==> config.mk <==
export PLATFORM = sky130hd
export DESIGN_NAME = controle_busca
export DESIGN_NICKNAME = d
export VERILOG_FILES = /design/src/rtl/busca_pkg.sv /design/src/rtl/controle_busca.sv
export SDC_FILE = /design/constraint.sdc
export NUM_CORES = 1
export LEC_CHECK = 0
export ABC_AREA = 1
export BUFFER_PORTS_ARGS = -buffer_cell sky130_fd_sc_hd__buf_2
export CAP_MARGIN = 20
export CORE_ASPECT_RATIO = 0.5
export CORE_MARGIN = 3
export CORE_UTILIZATION = 40
export CTS_CLUSTER_DIAMETER = 60
export DETAILED_ROUTE_END_ITERATION = 16
export GPL_ROUTABILITY_DRIVEN = 0
export PLACE_DENSITY = 0.77
export SYNTH_ARGS = -nofsm -noshare
export SYNTH_HDL_FRONTEND = slang
export SYNTH_SLANG_ARGS = --single-unit
==> constraint.sdc <==
create_clock -name clock -period 1.4 [get_ports clock]
set_input_delay 0.07 -clock clock [delete_from_list [all_inputs] [get_ports clock]]
set_output_delay 0.07 -clock clock [all_outputs]
set_load 0.01 [all_outputs]
==> src/rtl/busca_pkg.sv <==
// Shared types and defaults for the instruction-fetch sequencer.
package busca_pkg;

  typedef logic [7:0] endereco_t;

  typedef enum logic [1:0] {
    INICIO = 2'd0,
    BUSCA  = 2'd1,
    PARADO = 2'd2
  } estado_busca_t;

  localparam endereco_t OP_PARADA_PADRAO   = 8'hE0;
  localparam endereco_t END_INICIAL_PADRAO = 8'd10;

  // PC increment; 8-bit arithmetic gives the 255 -> 0 wrap for free.
  function automatic endereco_t proximo_pc(input endereco_t pc);
    return endereco_t'(pc + 8'd1);
  endfunction

endpackage

==> src/rtl/controle_busca.sv <==
// Instruction-fetch sequencer: owns the PC, captures memory bytes into a one-entry
// valid/ready output register, and handles redirects, PC wrap and the halt opcode.
module controle_busca
  import busca_pkg::*;
#(
  parameter endereco_t   END_INICIAL = END_INICIAL_PADRAO,
  parameter endereco_t   OP_PARADA   = OP_PARADA_PADRAO,
  parameter int unsigned LARG_CONT   = 16
) (
  input  logic                 clock,
  input  logic                 reset,
  output endereco_t            endereco,
  input  logic [7:0]           instrucao,
  output logic [7:0]           instr_saida,
  output endereco_t            instr_pc,
  output logic                 instr_valida,
  input  logic                 instr_pronta,
  input  logic                 desvio_valido,
  input  endereco_t            desvio_endereco,
  output logic                 parado,
  output logic [LARG_CONT-1:0] contagem
);

  estado_busca_t        estado_q, estado_d;
  endereco_t            pc_q, pc_d;
  logic [7:0]           saida_q, saida_d;
  endereco_t            ipc_q, ipc_d;
  logic                 valida_q, valida_d;
  logic                 parado_q, parado_d;
  logic [LARG_CONT-1:0] cont_q, cont_d;
  logic                 transf;

  always_ff @(posedge clock or posedge reset) begin
    if (reset) begin
      estado_q <= INICIO;
      pc_q     <= END_INICIAL;
      saida_q  <= 8'd0;
      ipc_q    <= 8'd0;
      valida_q <= 1'b0;
      parado_q <= 1'b0;
      cont_q   <= '0;
    end else begin
      estado_q <= estado_d;
      pc_q     <= pc_d;
      saida_q  <= saida_d;
      ipc_q    <= ipc_d;
      valida_q <= valida_d;
      parado_q <= parado_d;
      cont_q   <= cont_d;
    end
  end

  always_comb begin
    estado_d = estado_q;
    pc_d     = pc_q;
    saida_d  = saida_q;
    ipc_d    = ipc_q;
    valida_d = valida_q;
    parado_d = parado_q;
    cont_d   = cont_q;
    transf   = valida_q && instr_pronta;

    // A transfer on a redirect edge still belongs to the consumer and is counted.
    if (transf) begin
      cont_d = cont_q + LARG_CONT'(1);
    end

    if (desvio_valido) begin
      pc_d     = desvio_endereco;
      valida_d = 1'b0;
      estado_d = BUSCA;
      parado_d = 1'b0;
    end else begin
      case (estado_q)
        INICIO: estado_d = BUSCA;
        BUSCA: begin
          if (!valida_q || transf) begin
            saida_d  = instrucao;
            ipc_d    = pc_q;
            valida_d = 1'b1;
            // The halt opcode is captured but the PC stays on it.
            if (instrucao == OP_PARADA) begin
              estado_d = PARADO;
              parado_d = 1'b1;
            end else begin
              pc_d = proximo_pc(pc_q);
            end
          end
        end
        PARADO: begin
          if (transf) begin
            valida_d = 1'b0;
          end
        end
        default: estado_d = INICIO;
      endcase
    end
  end

  assign endereco     = pc_q;
  assign instr_saida  = saida_q;
  assign instr_pc     = ipc_q;
  assign instr_valida = valida_q;
  assign parado       = parado_q;
  assign contagem     = cont_q;

endmodule

==> impl_metrics.csv <==
group,metric,value,unit
sta,fin_crit_sh,98.0,%
cts,ctsLongestPathBuffers,2,
setup_path,worstPathRequired,1.58,ns
synth,synth_xor_area_share,4.75,%
global_routing,grt_max_degree,45,
power_and_ir_drop,power_density,1350,nW/um2
sta,slew_headroom,77.8,%
cts,cts_made_buffers,5,
global_routing,met3_usage,5.46,%
cts,clkLatencyLatePin,0.29,ns
sta,worst_pin_slew,0.330,ns
placed_design,dpl_cell_area,2730,um2
setup_path,critical_path_class,"flip-flop to flip-flop",
synth,synth-seq-area-share,47.1,%
placed_design,place_inst,404,
setup_path,reg2reg_depth,9,
final_layout,area_growth,28.6,%
cts,cts_tree,"yes",
synth,synth_top_family_by_area,"simple AND/OR/NAND/NOR gates",
final_layout,final_nets,369,
sta,final_hold_viol_count,0,
placed_design,hpwl,4.06,mm
cts,clk_pin_slew,0.07,ns
floorplan,die_area,6870,um2
power_and_ir_drop,ir_drop,0.637,mV
synth,synth_nets,295,
sta,holdWs,0.0141,ns
floorplan,io_pins,62,
final_layout,utilization,57.1,%
sta,finalSetupViolCount,0,
detailed_routing,first_pass_iters,5,
synth,avgSynthCellArea,8.58,um2
global_routing,antenna_found_initial,0,
setup_path,start_kind,"flip-flop",
global_routing,overflow,0,
synth,yosys.area_share.adder,1.07,%
min_path,whs_path_depth,3,
sta,setup_ws,0.0284,ns
power_and_ir_drop,p_leak,1.56,nW
detailed_routing,vias,2071,
floorplan,die_x,114,um
synth,synth.area.mux_share,0,%
setup_path,crit_path_max_fanout,4,
cts,root_buffer,"clkbuf_16",
sta,post-route-min-period,1.37,ns
floorplan,die_h,60.1,um
synth,syn_inst,273,
synth,synthesis.area,2340,um2
min_path,min_path_type,"primary input to flip-flop",
cts,cts.htree.levels,2,
synth,synth_compound_area_share,9.94,%
global_routing,track_usage,17.5,%
sta,fmax,729,MHz
setup_path,critical_path_arrival,1.55,ns
placed_design,post-place-ws,-0.123,ns
global_routing,grt_pass1_wl,9.35,mm
final_layout,drive_gt1_share,39.7,%
floorplan,row_count,18,
flow_run,cap_violations,0,
placed_design,numPortBuffers,61,
synth,synthDistinctLibCells,31,
detailed_routing,wire_per_inst,13.6,um
detailed_routing,vias_per_cell,4.95,
setup_path,end_kind,"flip-flop",
detailed_routing,drc_errors,0,
power_and_ir_drop,finalPower,4.07,mW
final_layout,num_antenna_cells,0,
synth,yosysWarnings,0,
detailed_routing,antenna_left,0,
final_layout,final_cell_area,3010,um2
final_layout,stdcell_count,418,
final_layout,final_cell_mix,"nand2_1 (92), buf_2 (61), dfrtp_1 (42)",
global_routing,use_met1,19.8,%
final_layout,final_common_cell,"nand2_1",
sta,finClkSkew,0.00805,ns
run_status,status,"completed",
detailed_routing,totalWireLength,5.70,mm
global_routing,grt_busiest_layer,"met2",
floorplan,start_util,44.4,%
global_routing,met2_usage,31.2,%
cts,clock_sinks,44,
sta,report.final.slew_viol_count,0,
detailed_routing,drtIter0Drc,66,
sta,setup_tns,0,ns
global_routing,grt_pass1_vias,2092,
synth,synth-simple-area-share,29.3,%
floorplan,core,5270,um2
synth,synth_seq_cells,44,
## Yosys cell counts
library cell	n	area share [%]
clkinv_2	2	0.43
nand2_1	93	15
ha_1	2	1.1
nor3_2	1	0.43
nor2_2	3	0.80
nor2_1	15	2.4
o21ai_1	1	0.21
a221oi_1	1	0.37
o211ai_1	1	0.32
nand2_2	7	1.9
inv_2	7	1.1
nand3_1	12	2.6
o21ai_2	19	7.1
nor2_4	2	0.96
xor2_1	5	1.9
dfrtp_1	42	45
o21bai_1	1	0.32
dfstp_2	2	2.2
nor3_1	1	0.21
xnor2_1	4	1.5
inv_1	20	3.2
o31ai_1	1	0.32
xnor2_2	2	1.4
buf_6	5	2.4
buf_2	1	0.21
o21ai_0	6	1.3
nand3_2	5	2.1
nand4_1	4	1.1
clkinv_1	3	0.48
or2_2	4	1.1
nand3b_4	1	0.85
## critical path: stages, from the launching register on
cell,delay (ns)
dfrtp_1,0.38
inv_1,0.08
nand2_1,0.11
clkinv_1,0.11
nand2_2,0.11
nor2_4,0.05
buf_12,0.14
buf_4,0.14
nand2_1,0.07
nand2_1,0.05
## layout make-up
type                            count  area, um2
Fill cell                         498       2260
Sequential cell                    44       1100
Multi-Input combinational cell    191       1080
Timing Repair Buffer               71        412
Inverter                           32        135
Clock buffer                        5        125
Tap cell                           70       87.6
Clock inverter                      3       46.3
Timing Repair inverter              2       17.5
## flip-flops by register name (all words and copies together), names as in the netlist
name,flops
contagem,16
endereco,8
estado_q,2
instr_pc,8
instr_saida,8
instr_valida,1
parado,1
## worst paths after layout
check / from / end / slack (ns)
setup / recovery: estado_q[1] / instr_saida[5] / 0.03
hold / removal: instrucao[7] / instr_saida[7] / 0.01
setup reg to reg: estado_q[1] / instr_saida[5] / 0.03
hold reg to reg: instr_saida[5] / instr_saida[5] / 0.47
max in group asynchronous: reset / endereco[1] / 0.75
min in group asynchronous: reset / parado / 0.39
## timing repair
item                                    CTS  global route
hold buffers                              1             0
endpoints found under the setup margin   18            24
resized for setup                         4             8
cloned                                    0             2
pin swaps                                 0             1
setup buffers                             0             3
hold endpoints to repair                 42             0
## where the power goes
group | internal, mW | switching [mW] | total, mW | leakage, nW
Clock | 0.848 | 0.517 | 1.36 | 0.0804
Combinational | 0.429 | 0.588 | 1.02 | 0.935
Sequential | 1.48 | 0.209 | 1.68 | 0.547
## kinds of logic (layout without fill, tap and decap cells)
| family | Yosys count | after routing |
|---|---|---|
| xor gates and xnor gates | 11 | 11 |
| AOI/OAI and AO/OA | 30 | 30 |
| and+or+nand+nor | 148 | 148 |
| buffers and inverters | 38 | 113 |
| adders and majority gates | 2 | 2 |
| DFF | 44 | 44 |
## routing by layer
layer,wire length [um],up-vias
met5,0,-
met3,269,4
li1,-,1013
met4,57,0
met2,2940,50
met1,2440,1004
Note: power is estimated with default switching activity, not from simulation.
